[src/rtl/program_loader_if.sv]
// Byte-stream and system-bus signal bundle for the program loader.
//
// Stream side : in_data / in_valid from the feeder, in_ready back to it.
// Bus side    : bus_out / bus_oe drive the shared 8-bit system bus.
//               MI strobes the RAM address register and WE strobes the RAM write.
//
// Modports:
//   master - the loader itself (consumes the stream, drives the bus)
//   slave  - the environment (feeder plus RAM/address register)
interface program_loader_if;
  logic [7:0] in_data;
  logic       in_valid;
  logic       in_ready;
  logic [7:0] bus_out;
  logic       bus_oe;
  logic       MI;
  logic       WE;

  modport master (
    input  in_data,
    input  in_valid,
    output in_ready,
    output bus_out,
    output bus_oe,
    output MI,
    output WE
  );

  modport slave (
    output in_data,
    output in_valid,
    input  in_ready,
    input  bus_out,
    input  bus_oe,
    input  MI,
    input  WE
  );
endinterface

[src/rtl/program_loader.sv]
// Program loader: writes a DEPTH-byte stream into RAM locations 0..DEPTH-1
// over the shared 8-bit bus and holds the CPU halted while doing so.
//
// Each byte takes an ADDR cycle (address onto the bus with MI), a WAIT cycle
// (or more) for the stream handshake, and a WRITE cycle (data onto the bus
// with WE). A sticky done flag is raised after the last byte is written.
//
// Ports:
//   clk       system clock, rising edge
//   rst       asynchronous active-high reset
//   start     begin a session (honoured in IDLE or DONE only)
//   abort     end the session and return to IDLE (honoured in any state)
//   lif       stream + bus bundle (master modport)
//   busy      session in progress
//   cpu_halt  CPU stall request, identical to busy
//   done      sticky completion flag
//
// Outputs are registered from the next-state decode, so they carry exactly
// the Moore values of the current state while being glitch-free flops, and
// the asynchronous reset clears them the moment rst rises.
module program_loader #(
  parameter int ADDR_W = 4,
  parameter int DEPTH  = 16
) (
  input  logic             clk,
  input  logic             rst,
  input  logic             start,
  input  logic             abort,
  program_loader_if.master lif,
  output logic             busy,
  output logic             cpu_halt,
  output logic             done
);

  typedef enum logic [2:0] {
    ST_IDLE  = 3'd0,
    ST_ADDR  = 3'd1,
    ST_WAIT  = 3'd2,
    ST_WRITE = 3'd3,
    ST_DONE  = 3'd4
  } state_t;

  localparam logic [ADDR_W-1:0] LAST_ADDR = ADDR_W'(DEPTH - 1);

  state_t            state_r;
  state_t            state_next_s;
  logic [ADDR_W-1:0] addr_r;
  logic [ADDR_W-1:0] addr_next_s;
  logic [7:0]        data_r;
  logic [7:0]        data_next_s;
  logic [7:0]        addr_pad_s;

  logic              in_ready_s;
  logic [7:0]        bus_out_s;
  logic              bus_oe_s;
  logic              mi_s;
  logic              we_s;
  logic              busy_s;
  logic              done_s;

  logic              in_ready_r;
  logic [7:0]        bus_out_r;
  logic              bus_oe_r;
  logic              mi_r;
  logic              we_r;
  logic              busy_r;
  logic              done_r;

  // Next-state, address counter and data capture; abort overrides everything.
  always_comb begin
    state_next_s = state_r;
    addr_next_s  = addr_r;
    data_next_s  = data_r;
    case (state_r)
      ST_IDLE: begin
        if (abort) begin
          state_next_s = ST_IDLE;
        end else if (start) begin
          state_next_s = ST_ADDR;
          addr_next_s  = {ADDR_W{1'b0}};
        end else begin
          state_next_s = ST_IDLE;
        end
      end
      ST_ADDR: begin
        if (abort) begin
          state_next_s = ST_IDLE;
        end else begin
          state_next_s = ST_WAIT;
        end
      end
      ST_WAIT: begin
        // in_ready is high throughout WAIT, so in_valid alone completes the handshake.
        if (abort) begin
          state_next_s = ST_IDLE;
        end else if (lif.in_valid) begin
          state_next_s = ST_WRITE;
          data_next_s  = lif.in_data;
        end else begin
          state_next_s = ST_WAIT;
        end
      end
      ST_WRITE: begin
        if (abort) begin
          state_next_s = ST_IDLE;
        end else if (addr_r == LAST_ADDR) begin
          state_next_s = ST_DONE;
        end else begin
          state_next_s = ST_ADDR;
          addr_next_s  = addr_r + {{(ADDR_W-1){1'b0}}, 1'b1};
        end
      end
      ST_DONE: begin
        if (abort) begin
          state_next_s = ST_IDLE;
        end else if (start) begin
          state_next_s = ST_ADDR;
          addr_next_s  = {ADDR_W{1'b0}};
        end else begin
          state_next_s = ST_DONE;
        end
      end
      default: begin
        state_next_s = ST_IDLE;
        addr_next_s  = {ADDR_W{1'b0}};
      end
    endcase
  end

  // Zero-extend the address to the bus width.
  always_comb begin
    addr_pad_s                = 8'h00;
    addr_pad_s[ADDR_W-1:0]    = addr_next_s;
  end

  // Moore output decode of the state being entered on the next edge.
  always_comb begin
    in_ready_s = 1'b0;
    bus_out_s  = 8'h00;
    bus_oe_s   = 1'b0;
    mi_s       = 1'b0;
    we_s       = 1'b0;
    busy_s     = 1'b0;
    done_s     = 1'b0;
    case (state_next_s)
      ST_IDLE: begin
        busy_s = 1'b0;
      end
      ST_ADDR: begin
        bus_oe_s  = 1'b1;
        mi_s      = 1'b1;
        bus_out_s = addr_pad_s;
        busy_s    = 1'b1;
      end
      ST_WAIT: begin
        in_ready_s = 1'b1;
        busy_s     = 1'b1;
      end
      ST_WRITE: begin
        bus_oe_s  = 1'b1;
        we_s      = 1'b1;
        bus_out_s = data_next_s;
        busy_s    = 1'b1;
      end
      ST_DONE: begin
        done_s = 1'b1;
      end
      default: begin
        busy_s = 1'b0;
      end
    endcase
  end

  // State, address counter and data register.
  always_ff @(posedge clk or posedge rst) begin
    if (rst) begin
      state_r <= ST_IDLE;
      addr_r  <= {ADDR_W{1'b0}};
      data_r  <= 8'h00;
    end else begin
      state_r <= state_next_s;
      addr_r  <= addr_next_s;
      data_r  <= data_next_s;
    end
  end

  // Output registers.
  always_ff @(posedge clk or posedge rst) begin
    if (rst) begin
      in_ready_r <= 1'b0;
      bus_out_r  <= 8'h00;
      bus_oe_r   <= 1'b0;
      mi_r       <= 1'b0;
      we_r       <= 1'b0;
      busy_r     <= 1'b0;
      done_r     <= 1'b0;
    end else begin
      in_ready_r <= in_ready_s;
      bus_out_r  <= bus_out_s;
      bus_oe_r   <= bus_oe_s;
      mi_r       <= mi_s;
      we_r       <= we_s;
      busy_r     <= busy_s;
      done_r     <= done_s;
    end
  end

  assign lif.in_ready = in_ready_r;
  assign lif.bus_out  = bus_out_r;
  assign lif.bus_oe   = bus_oe_r;
  assign lif.MI       = mi_r;
  assign lif.WE       = we_r;
  assign busy         = busy_r;
  assign cpu_halt     = busy_r;
  assign done         = done_r;

endmodule
[src/flat_wrapper.sv]
// flat-port wrapper written by rule: the top's interface ports become plain ports
module program_loader_flat 
#(
  parameter int ADDR_W = 4,
  parameter int DEPTH  = 16
)
  (clk, rst, start, abort, busy, cpu_halt, done, lif_in_data, lif_in_valid, lif_in_ready, lif_bus_out, lif_bus_oe, lif_MI, lif_WE);
  program_loader_if lif_i ();
  input  logic clk;
  input  logic rst;
  input  logic start;
  input  logic abort;
  output logic busy;
  output logic cpu_halt;
  output logic done;
  input wire logic [$bits(lif_i.in_data)-1:0] lif_in_data;
  input wire logic [$bits(lif_i.in_valid)-1:0] lif_in_valid;
  output wire logic [$bits(lif_i.in_ready)-1:0] lif_in_ready;
  output wire logic [$bits(lif_i.bus_out)-1:0] lif_bus_out;
  output wire logic [$bits(lif_i.bus_oe)-1:0] lif_bus_oe;
  output wire logic [$bits(lif_i.MI)-1:0] lif_MI;
  output wire logic [$bits(lif_i.WE)-1:0] lif_WE;
  assign lif_i.in_data = lif_in_data;
  assign lif_i.in_valid = lif_in_valid;
  assign lif_in_ready = lif_i.in_ready;
  assign lif_bus_out = lif_i.bus_out;
  assign lif_bus_oe = lif_i.bus_oe;
  assign lif_MI = lif_i.MI;
  assign lif_WE = lif_i.WE;
  program_loader #(.ADDR_W(ADDR_W), .DEPTH(DEPTH)) u_core (.clk(clk), .rst(rst), .start(start), .abort(abort), .lif(lif_i), .busy(busy), .cpu_halt(cpu_halt), .done(done));
endmodule
[config.mk]
export PLATFORM = sky130hd
export DESIGN_NAME = program_loader_flat
export DESIGN_NICKNAME = d
export VERILOG_FILES = /design/src/rtl/program_loader_if.sv /design/src/rtl/program_loader.sv /design/src/flat_wrapper.sv
export SDC_FILE = /design/constraint.sdc
export NUM_CORES = 1
export LEC_CHECK = 0
export ABC_AREA = 1
export BUFFER_PORTS_ARGS = -buffer_cell sky130_fd_sc_hd__buf_2
export CELL_PAD_IN_SITES_DETAIL_PLACEMENT = 0
export CELL_PAD_IN_SITES_GLOBAL_PLACEMENT = 2
export CORE_MARGIN = 10
export CORE_UTILIZATION = 25
export CTS_CLUSTER_SIZE = 14
export DETAILED_ROUTE_END_ITERATION = 10
export PLACE_DENSITY = 0.82
export SKIP_LAST_GASP = 1
export SYNTH_ARGS = -nofsm -noshare
export SYNTH_HDL_FRONTEND = slang
export SYNTH_SLANG_ARGS = --single-unit
[constraint.sdc]
create_clock -name clk -period 1.44 [get_ports clk]
set_clock_uncertainty 0.2 [all_clocks]
set_input_delay 0.072 -clock clk [delete_from_list [all_inputs] [get_ports clk]]
set_output_delay 0.072 -clock clk [all_outputs]
set_load 0.01 [all_outputs]
* After elaboration in Yosys (flattened, before gate mapping)
Cells that the tools add are included.
** Word-level totals
- Output and inout bits :: 15
- Flip-flop bits (word level) :: 29
- Input bits :: 13
- Word-level logic and storage cells :: 50
** Operators by class
- $add $sub $neg :: 1
- Muxes and demuxes :: 25
- Reduce and logical (&&, ||, !) cells :: 5
- Equal/unequal tests :: 9
** Operators by type and width (number)
- $mux 8 :: 3
- $mux 3 :: 6
- $mux 4 :: 4
- $pmux 8 s2 :: 1
- $pmux 3 s5 :: 1
- $eq 3x2->1 const B :: 4
- $pmux 4 s3 :: 1
- $mux 1 :: 8
- $eq 3x1->1 const B :: 2
- $eq 3x3->1 const B :: 2
- $reduce_or 2->1 :: 3
- $add 4x1->4 const B :: 1
- $eq 4x4->1 const B :: 1
- $logic_not 3->1 :: 1
- $reduce_or 3->1 :: 1
- $mux 2 :: 1

* Logic depth before layout (Yosys ltp)
Gate-level depths: netlist of the first run.
- Depth in word-level cells :: 7
- Depth in mapped cells :: 9
- Gate-level depth less buffers :: 9

* Worst setup path before layout of the first run
Ideal clock, no wire load.
- Path kind :: register to register
- Start point :: register u_core.addr_r[0]
- End point :: register u_core.bus_out_r[3] (netlist: u_core.lif.bus_out[3])
- Clock period less this slack :: 1500 ps
- Slack :: -60 ps
- Stages on the path, launching flop included :: 9
- Arrival time :: 1183 ps
- Buffers on the path :: 0
- Library setup time :: 116 ps
- Cells stage by stage :: dfrtp_1 > ha_1 > nand3_1 > nand2_1 > nor2_4 > nor2_2 > nor2_4 > nand2_1 > nand2_1
** Between the ends
- Longest elaborated chain between the ends :: 6
- Elaborated cells between the ends (all ways) :: 11
** RTL lines
- start, declared :: line program_loader.sv:47 : logic [ADDR_W-1:0] addr_r;
- start signal, assigned :: line program_loader.sv:178 : addr_r <= {ADDR_W{1'b0}};
- start signal, assigned :: line program_loader.sv:182 : addr_r <= addr_next_s;
- $eq 4x4->1 :: line program_loader.sv:106 : end else if (addr_r == LAST_ADDR) begin
- $mux 3 :: line program_loader.sv:106
- $mux 3 :: line program_loader.sv:104 : if (abort) begin
- $pmux 3 s5 :: line program_loader.sv:74 : case (state_r)
- $eq 3x2->1 or $eq 3x1->1 (tied branches) :: line program_loader.sv:145 : case (state_next_s)
- $pmux 8 s2 * :: line program_loader.sv:145
- net u_core.bus_out_s[3] :: line program_loader.sv:54 : logic [7:0] bus_out_s;
- end signal, assigned :: line program_loader.sv:199 : bus_out_r <= bus_out_s;
- end, declared :: line program_loader.sv:62 : logic [7:0] bus_out_r;
The timed path passes the listed nets; every way through them passes the cells marked *.

* Final worst setup path of the first run
- Start point :: register u_core.addr_r[1]
- End point :: register u_core.bus_out_r[3] (netlist: u_core.lif.bus_out[3])
The elaborated chain is that of the path after synthesis.

==> results of run 1 <==
metrics by stage:
| stage | power (uW) | area (um^2) | setup WS, ps |
|---|---|---|---|
| after floorplan | 813.4 | 907.1 | 1.880 |
| after global placement | 916.6 | 1117 | -40.06 |
| after detailed placement | 918.4 | 1117 | -64.71 |
| after CTS | 1250 | 1315 | -1.693 |
| after global routing | 1340 | 1340 | -70.42 |
| final | 1249 | 1340 | 29.62 |
report_power, final:
| group | switching, uW | total [uW] | internal, uW |
|---|---|---|---|
| Combinational | 161 | 302 | 141 |
| Sequential | 31.7 | 665 | 634 |
| Clock | 178 | 281 | 104 |
cell usage after synthesis:
cell / n / area, um^2
nand2_1: 25 / 93.84
dfrtp_1: 21 / 525.5
inv_1: 21 / 78.83
nand3_1: 6 / 30.03
nor2_1: 6 / 22.52
o22ai_1: 4 / 25.02
a21oi_1: 3 / 15.01
nor2_4: 3 / 33.78
inv_2: 2 / 7.510
nand4_1: 2 / 12.51
o21ai_0: 2 / 10.01
buf_2: 1 / 5.000
buf_4: 1 / 7.510
ha_1: 1 / 12.51
nand2_2: 1 / 6.260
nand3_2: 1 / 10.01
nor2_2: 1 / 6.260
kinds of logic (layout without fill, tap and decap cells):
family	count (synthesis)	in the layout
adders and majority gates	1	1
and+or+nand+nor	45	45
AOI/OAI and AO/OA	9	9
buffers and inverters	25	73
DFF	21	21
worst paths after layout:
path / startpoint / end / slack [ps]
min: abort / u_core.addr_r[2] / 40
min in group asynchronous: rst / u_core.lif.bus_oe / 120
max: u_core.addr_r[1] / u_core.lif.bus_out[3] / 30
max in group asynchronous: rst / u_core.state_r[0] / 690
max reg2reg: u_core.addr_r[1] / u_core.lif.bus_out[3] / 30
min reg2reg: u_core.addr_r[2] / u_core.addr_r[2] / 400
routing by layer:
metal	vias up	share of wire (%)	global-route usage (%)
met2	16	49	12.28
met3	4	5.7	2.895
li1	400	-	-
met5	-	0	0
met1	349	44	8.127
met4	0	1.1	3.697
final cells by class:
type	count	area [um^2]
Timing Repair Buffer	46	312.8
Clock inverter	1	5.005
Clock buffer	3	22.52
Multi-Input combinational cell	55	329.1
Sequential cell	21	526.8
Inverter	23	86.33
Fill cell	355	2076
Tap cell	46	57.56
timing repair:
action / 4_1_cts / 5_1_grt
hold endpoints to repair: 37 / 0
hold buffers: 14 / 0
gates resized for setup: 5 / 10
pin swaps: 2 / 1
setup endpoints to repair: 3 / 12
setup buffers: 1 / 0
worst min-delay path, cell delays in order:
cell	delay, ps
buf_2	110
o21ai_0	100
nand2_2	90
nand2_1	60
o21ai_2	70
==> run metrics, run 1 <==
HP Class=in -> reg; Simple-Gate Fraction of Synth Area=23.86%; CP bufs+invs=0; min cycle time layout=1410 ps; clk buf depth=2; CP Data Required Time=about 1500 ps; CTS Sinks=21; GP Congestion=0.8136; f_max=0.7090 GHz; Worst slew margin=81.94%; endpoints failing hold=0; net count after synthesis=between 100 and 150; Max Fanout on Critical Path=4; die width=80.07 um; total routed wirelength=2230 um; fin crit share=between 90 and 100%; Power Dens Cells=932.1 mW/mm^2; die height=80.07 um; Clock transition at path regs=120 ps; Yosys Warn Count=0; Slowest cell on crit path=dfrtp_1; Clock Tree Root=clkbuf_4; Total GRT Usage=between 7 and 8%; Synth Area in Compound Gates=under 10%; initial antenna violation count=0; largest net degree at the start of global routing=22; most common cell after layout, fill and taps aside=buf_2; I/O Buffers=27; Synth cell types=17; ratio of cells with drive above 1 in the final layout=37.58%; Final Non-Filler Cells=about 200; cell row count=21; Worst Setup Start Kind=register; dpl hpwl=1669 um; most frequent cells in the layout=buf_2, nand2_1, inv_1, dfrtp_1, dlygate4sd3_1; fraction of the yosys area taken by sequential cells=approximately three fifths; DR DRC count=0; 1st-iter DRT viols=14; drt pass-1 iters=4; Mapped Area=902.1 um^2; Synth Area in Adders=1.387%; vias in the first global route=843; Ports=28; n_diodes=0; Cell Chain, Critical Path=ha_4, nand3_2, nand2_2, nor2_4, nor2_4, nor2_4, nand2_1, nand2_1; core area=0.003416 mm^2; Final nets=164; first-pass GRT wire length=~3800 um; antenna-violating nets left=0; Critical Path Most Common Cell=nor2_4; Top delay family on crit path=simple AND/OR/NAND/NOR gates; post-synthesis instance total=~100; total die area=0.006411 mm^2; mux cell area share after synthesis=0%; synthesis-stage register bit count=21; worst endpoint data arrival time=roughly 1500 ps; placed insts=176; worst slew pin tran=270.9 ps; H-tree depth=1; Worst Hold Slack=37.12 ps; Setup crit end kind=register; Syn Area/Cell=8.932 um^2; CTS Buf Count=3; Levels on crit path=8; Largest register FFs=8; unrepaired setup endpoints after global routing=true; peak supply drop=roughly 0.3 mV; Setup TNS=0 ps; max-cap violation count=0; Synth Area in XOR/XNOR=0%; CTS tree=done; worst hold path depth=5; largest family of logic cells by synthesized area=simple AND/OR/NAND/NOR gates; vias per cell=a little under 4; fin util=between 30% and 40%; GR Overflow Total=0; status=complete, no violations; Synth-to-Final Area Change=48.54%; effective utilization at floorplan=a little over a quarter; setup violators final=0; via count=769; worst reg2reg path depth=8; largest stage delay on the critical path=about 430 ps; clk_lat worst skew=~300 ps; cell leakage power=0.0007611 uW; Max Slew Vio Count=0; WL/cell=11.44 um; kind of critical path=reg -> reg
No activity file was read; power rests on OpenSTA's default activity.
==> run 2, diff against run 1 <==
- ABC_AREA: 1 -> unset
- CAP_MARGIN: unset -> 20
- CORE_UTILIZATION: 25 -> 27
==> run 2 against run 1 <==
Net effect: the flow now finishes with violations (negative hold slack, negative setup slack); clock-buffer cell count is 1 higher; via count down 2.9%; worst setup slack worse by 200 ps; non-clock buffer count up 11; critical path depth down 4; cell area rose by 9.2%; global-route usage grew 0.26 points; sequential cell count stayed put; critical path type unchanged; critical endpoint is now u_core.lif.bus_out[2].
==> run metrics, run 2 <==
clk_lat worst skew=300 ps (about the same); r2r endpoint=u_core.lif.bus_out[2]; cell leakage power=0.0007212 uW (-5.2%); top cells by area, synth=dfrtp_1, a22o_1, a221oi_4, and3_1, nor2_1; post-synthesis instance total=72 (-29%); Final Non-Filler Cells=174 (-11%); Largest register FFs=8 (unchanged); P_sw=359.7 uW (-2.9%); DR DRC count=0 (unchanged); initial antenna violation count=0 (unchanged); Synth top cells by count=dfrtp_1, nor2_1, inv_1; min cycle time layout=1614 ps (+203.6 ps); Final nets=145 (-12%); Synth top area share=58.99% (+0.74 points); Total GRT Usage=7.692% (+0.26 points); n_diodes=0 (unchanged); Worst Hold Slack=-10.11 ps (-47.23 ps); number of synthesized flops with an enable pin=0 (unchanged); Max Fanout on Critical Path=5 (+1); clock network power share=21.6% (-0.9 points); H-tree depth=1 (unchanged); Synth Area in XOR/XNOR=0.9831% (+0.98 points); fillers=314 (-12%); Worst Setup Start Kind=register; setup ws final=-174.0 ps (-203.6 ps); dpl hpwl=1640 um (-1.8%); fraction of the yosys area taken by sequential cells=58.99% (+0.74 points); Syn Area/Cell=12.37 um^2 (+39%); drt pass-1 iters=3 (-1); I/O Buffers=27 (unchanged); setup violators final=10 (+10); effective utilization at floorplan=28.71% (+2.3 points); design area=0.001464 mm^2 (+9.2%); Placement Setup Slack=-159.6 ps (-94.85 ps); die width=77.44 um (-3.3%); Synth Area in Compound Gates=14.61% (+9.1 points); ratio of cells with drive above 1 in the final layout=53.08% (+15 points); CTS tree=done; total routed wirelength=2316 um (+3.9%); worst slew pin tran=263.8 ps (-7.106 ps); clk buf depth=2 (unchanged); most common cell after layout, fill and taps aside=buf_2; worst hold path depth=3 (-2); die height=77.44 um (-3.3%); total die area=0.005997 mm^2 (-6.5%); Synth-to-Final Area Change=64.33%; Synth Area in Adders=1.404% (+0.018 points); violated checks=negative hold slack, negative setup slack; most frequent cells in the layout=buf_2, dfrtp_1, buf_4, dlygate4sd3_1; fraction of registers with async set/reset=100.0% (unchanged); CTS Sinks=21 (unchanged); ys flop type=dfrtp_1; 1st-iter DRT viols=14 (unchanged); Hold Path End=u_core.addr_r[2]; worst endpoint data arrival time=1620 ps (+160 ps); vias in the first global route=843 (unchanged); net count after synthesis=86 (-25%); placed standard-cell area=0.001186 mm^2 (+6.2%); fin crit share=112.1% (+14 points); fin util=47.18% (+7.9 points); Worst slew margin=82.33% (+0.39 points); vias per cell=4.293 (+8.9%); setup slack, reg-to-reg=-170 ps (-200 ps); antenna-violating nets left=0 (unchanged); Sw Ratio=27.96% (-1.7 points); placed insts=152 (-14%); max-cap violation count=0 (unchanged); unrepaired setup endpoints after global routing=true; largest family of logic cells by synthesized area=simple AND/OR/NAND/NOR gates; Mapped Area=890.9 um^2 (-1.2%); synthesis-stage register bit count=21 (unchanged); Yosys top cell by area=dfrtp_1; f_max=0.6196 GHz (-13%); Setup crit end kind=register; via count=747 (-2.9%); largest net degree at the start of global routing=22 (unchanged); sequential share of power=50.7% (-2.6 points); Clock transition at path regs=110 ps (about the same); Power Dens Cells=878.9 mW/mm^2 (-5.7%); Synth cell types=30 (+13); min-delay src=abort; CP Data Required Time=1440 ps (-50 ps); worst reg2reg path depth=4 (-4); Yosys Warn Count=0 (unchanged); most frequent cell after synthesis=dfrtp_1; status=finished, violations left; endpoints failing hold=1 (+1); Max Slew Vio Count=0 (unchanged); cell row count=20 (-4.8%); HP Class=in -> reg; Seq. cell area=528.0 um^2 (+0.24%); GP Congestion=0.8509 (+4.6%); first-pass GRT wire length=3801 um (+1.3%); Ports=28 (unchanged); CTS Buf Count=3 (unchanged); mux cell area share after synthesis=1.264% (+1.3 points); area of the multi-input gates=426.7 um^2 (+30%); P_int=927.0 uW (+5.5%); R2R Path Start=u_core.state_r[1]; WL/cell=13.31 um (+16%); Simple-Gate Fraction of Synth Area=17.98% (-5.9 points); core area=0.003103 mm^2 (-9.2%); Clock Tree Root=clkbuf_4; GR Overflow Total=0 (unchanged); kind of critical path=reg -> reg; peak supply drop=0.3605 mV (+21%); combinational share of power=27.6% (+3.4 points)
==> run 2: cell count changes after synthesis, moves of 2 or more <==
cell and change:
inv_2 -2, nand3_1 -5, o22ai_1 -4, and3_1 +4
a31oi_1 +3, o21ai_0 -2, o21ai_1 +2, nand4_1 -2
nor2_4 -3, inv_1 -16, nand2_1 -23, nor3_2 +2
a22o_1 +4
==> run 2: critical path, cell delays in order, from the launching register on <==
cell      delay (ps)
dfrtp_2          480
and3b_4          220
a221oi_4         300
nor3_2           100
a22o_1           210
==> run 2: layer usage <==
metal	track usage (%)	wire, um
met5	0	0
met4	3.832	50
met3	2.765	127
met2	13.71	1212
met1	7.770	926
==> run 2: layout make-up <==
cell class | count | share of cell area [%]
Clock buffer | 4 | 1.795
Inverter | 5 | 1.282
Multi-Input combinational cell | 43 | 29.15
Sequential cell | 21 | 36.07
Tap cell | 44 | 3.761
Timing Repair Buffer | 57 | 27.95
==> run 2: kinds of logic (layout without fill, tap and decap cells) <==
| family | Yosys count | count (layout) |
|---|---|---|
| AND/OR/NAND/NOR | 24 | 24 |
| flip-flops | 21 | 21 |
| AO/OA/AOI/OAI | 16 | 16 |
| multiplexers | 1 | 1 |
| buffers and inverters | 8 | 66 |
| XOR/XNOR | 1 | 1 |
| adder cells (fa/ha/maj) | 1 | 1 |
==> run 2: through the flow <==
stage          setup TNS [ps]  total power (uW)
2_1_floorplan          -250.6             817.9
3_3_place_gp           -713.6             908.2
3_5_place_dp           -915.7             912.9
4_1_cts                -979.1              1258
5_1_grt                 -1975              1361
6_report                -1127              1287
==> run 2: worst max path at each step <==
stage,from,to,depth (start not counted)
5_1_grt,u_core.state_r[0],u_core.lif.bus_out[2],5
2_1_floorplan,u_core.state_r[2],u_core.busy,4
6_report,u_core.state_r[1],u_core.lif.bus_out[2],4
3_5_place_dp,u_core.state_r[0],u_core.busy,4
3_3_place_gp,u_core.state_r[0],u_core.busy,4
4_1_cts,u_core.addr_r[0],u_core.lif.bus_out[2],5
==> run 2: power by group through the flow <==
stage	combinational (uW)	clock [uW]	sequential, uW
after global placement	251	0	658
after detailed placement	253	0	660
after floorplan	144	0	674
after global routing	388	313	660
after CTS	316	290	652
final	355	278	653
==> run 2: repair_timing <==
| action | CTS | global route |
|---|---|---|
| buffers inserted | 6 | 0 |
| pin swaps | 3 | 7 |
| setup endpoints to repair | 11 | 19 |
| hold endpoints to repair | 32 | 0 |
| gates resized for setup | 8 | 12 |
| hold buffers | 12 | 0 |
==> run 3, diff against run 2 <==
- CORE_ASPECT_RATIO: unset -> 1.1
- RECOVER_POWER: unset -> 100
==> run 3 against run 2 <==
Net effect: final cell count shrank 5.2%; sequential cell count is the same; critical path depth is the same; power shrank 2.9%; worst setup slack lost 0.90 ps; sequential share of layout area grew 1.6 points; non-clock buffer count grew 1; fmax is essentially flat; routed wire length grew 8.5%; via count grew 2.7%; the run ends with negative setup slack left; cell area shrank 4.4%; largest cell class unchanged; first-iteration DRC count grew 140%.
==> run metrics, run 3 (synthesized netlist as in run 2, its figures left out) <==
status=finished, violations left; violated checks=negative setup slack; 1st-iter DRT viols=33 (+19); total routed wirelength=2513 um (+8.5%); unrepaired setup endpoints after global routing=true; WL/cell=15.23 um (+14%); ratio of cells with drive above 1 in the final layout=41.22% (-12 points); Worst slew margin=65.72% (-17 points); kind of critical path=reg -> reg; die height=80.25 um (+3.6%); dpl hpwl=1747 um (+6.5%); H-tree depth=1 (unchanged); Clock transition at path regs=120 ps (about the same); antenna-violating nets left=0 (unchanged); fin util=45.16% (-2.0 points); clk_lat worst skew=300 ps (about the same); largest net degree at the start of global routing=22 (unchanged); most frequent cells in the layout=dfrtp_1, clkbuf_1, buf_4, buf_2, dlygate4sd3_1; peak supply drop=0.6024 mV (+67%); setup ws final=-174.9 ps (-0.8990 ps); I/O Buffers=27 (unchanged); via count=767 (+2.7%); cell leakage power=0.0006712 uW (-6.9%); worst slew pin tran=514.2 ps (+250.4 ps); CP Data Required Time=1440 ps (about the same); Ports=28 (unchanged); Max Slew Vio Count=0 (unchanged); clock network power share=22.5% (+0.9 points); cell row count=21 (+5.0%); Max Fanout on Critical Path=5 (unchanged); min cycle time layout=1615 ps (+0.8990 ps); most common cell after layout, fill and taps aside=dfrtp_1; R2R Path Start=u_core.state_r[0]; max-cap violation count=0 (unchanged); CTS tree=done; clk buf depth=2 (unchanged); Sw Ratio=28.13% (+0.17 points); GP Congestion=0.8339 (-2.0%); core area=0.003100 mm^2 (about the same); Total GRT Usage=8.321% (+0.63 points); total power=1250 uW (-2.9%); first-pass GRT wire length=3960 um (+4.2%); Hold Path End=u_core.state_r[2]; worst hold path depth=3 (unchanged); Worst Hold Slack=59.06 ps (+69.17 ps); effective utilization at floorplan=28.73% (about the same); CTS Sinks=21 (unchanged); fillers=306 (-2.5%); combinational share of power=25.4% (-2.2 points); worst endpoint data arrival time=1610 ps (about the same); Setup TNS=-1326 ps (-199.4 ps); die width=74.77 um (-3.5%); vias in the first global route=769 (-8.8%); n_diodes=0 (unchanged); setup violators final=15 (+5); Largest register FFs=8 (unchanged); Final nets=146 (+0.69%); min-delay src=abort; HP Class=in -> reg; P_int=898.3 uW (-3.1%); P_sw=351.6 uW (-2.3%); endpoints failing hold=0 (-1); total die area=0.006000 mm^2 (about the same); f_max=0.6193 GHz (about the same); Worst Setup Start Kind=register; initial antenna violation count=0 (unchanged); Power Dens Cells=892.7 mW/mm^2 (+1.6%); r2r endpoint=u_core.lif.bus_out[3]; fin crit share=112.1% (about the same); Clock Tree Root=clkbuf_4; Setup crit end kind=register; vias per cell=4.648 (+8.3%); GR Overflow Total=0 (unchanged); Synth-to-Final Area Change=57.16%; sequential share of power=52.2% (+1.5 points); DR DRC count=0 (unchanged); setup slack, reg-to-reg=-170 ps (about the same); worst reg2reg path depth=4 (unchanged); drt pass-1 iters=4 (+1); CTS Buf Count=3 (unchanged); Placement Setup Slack=-173.5 ps (-13.96 ps)
run 3: changes by cell type in the layout (fill, tap and decap cells not counted), moves of 2 or more:
cell | before | now
buf_2 | 27 | 12
clkbuf_1 | 1 | 16
buf_6 | 5 | 2
buf_4 | 13 | 15
clkbuf_2 | 0 | 2
nor2_4 | 2 | 0
run 3: critical path: stages (launching register included):
cell	delay, ps
dfrtp_2	470
and3b_4	230
a221oi_4	300
nor3_2	90
a22o_1	210
run 3: area by class of cell:
| type | instances | area [um^2] | area share [%] |
|---|---|---|---|
| timing repair buffer | 58 | 384.1 | 27.44 |
| multi-input combinational | 43 | 400.4 | 28.60 |
| inverter | 5 | 18.77 | 1.340 |
| clock buffer | 4 | 26.28 | 1.877 |
| sequential | 21 | 528.0 | 37.71 |
| tap | 34 | 42.54 | 3.038 |
run 3: worst max-delay path by stage:
stage,cells past startpoint,from,end,slack [ps]
6_report,4,u_core.state_r[0],u_core.lif.bus_out[3],-170
5_1_grt,5,u_core.state_r[0],u_core.lif.bus_out[3],-270
4_1_cts,4,u_core.state_r[0],u_core.addr_r[0],-180
3_5_place_dp,4,u_core.state_r[1],u_core.addr_r[0],-170
3_3_place_gp,4,u_core.state_r[1],u_core.addr_r[0],-150
2_1_floorplan,4,u_core.state_r[2],u_core.busy,-100
run 3: power groups by stage:
stage	Clock (uW)	Combinational [uW]	Sequential, uW
floorplan	0	144	674
global placement	0	250	660
detailed placement	0	254	661
CTS	294	296	650
global route	330	346	659
finish	281	317	652
run 3: metal layers:
| metal | wire, um | part of all wire (%) | vias up | GRT usage [%] |
|---|---|---|---|---|
| li1 | - | - | 371 | - |
| met5 | 0 | 0 | - | 0 |
| met2 | 1335 | 53 | 23 | 13.94 |
| met1 | 1007 | 40 | 371 | 9.740 |
| met4 | 31 | 1.2 | 0 | 2.841 |
| met3 | 139 | 5.5 | 2 | 2.583 |
run 3: stage by stage:
stage | cells | area [um^2]
2_1_floorplan | 72 | 929.6
3_3_place_gp | 141 | 1166
3_5_place_dp | 141 | 1166
4_1_cts | 159 | 1343
5_1_grt | 165 | 1400
6_report | 165 | 1400
run 3: repair_timing:
| action | in CTS | in global routing |
|---|---|---|
| hold buffers | 12 | 0 |
| setup buffers | 2 | 6 |
| gates resized for setup | 5 | 10 |
| endpoints found under the hold margin | 34 | 0 |
| endpoints found under the setup margin | 10 | 14 |
| pin swaps | 3 | 6 |
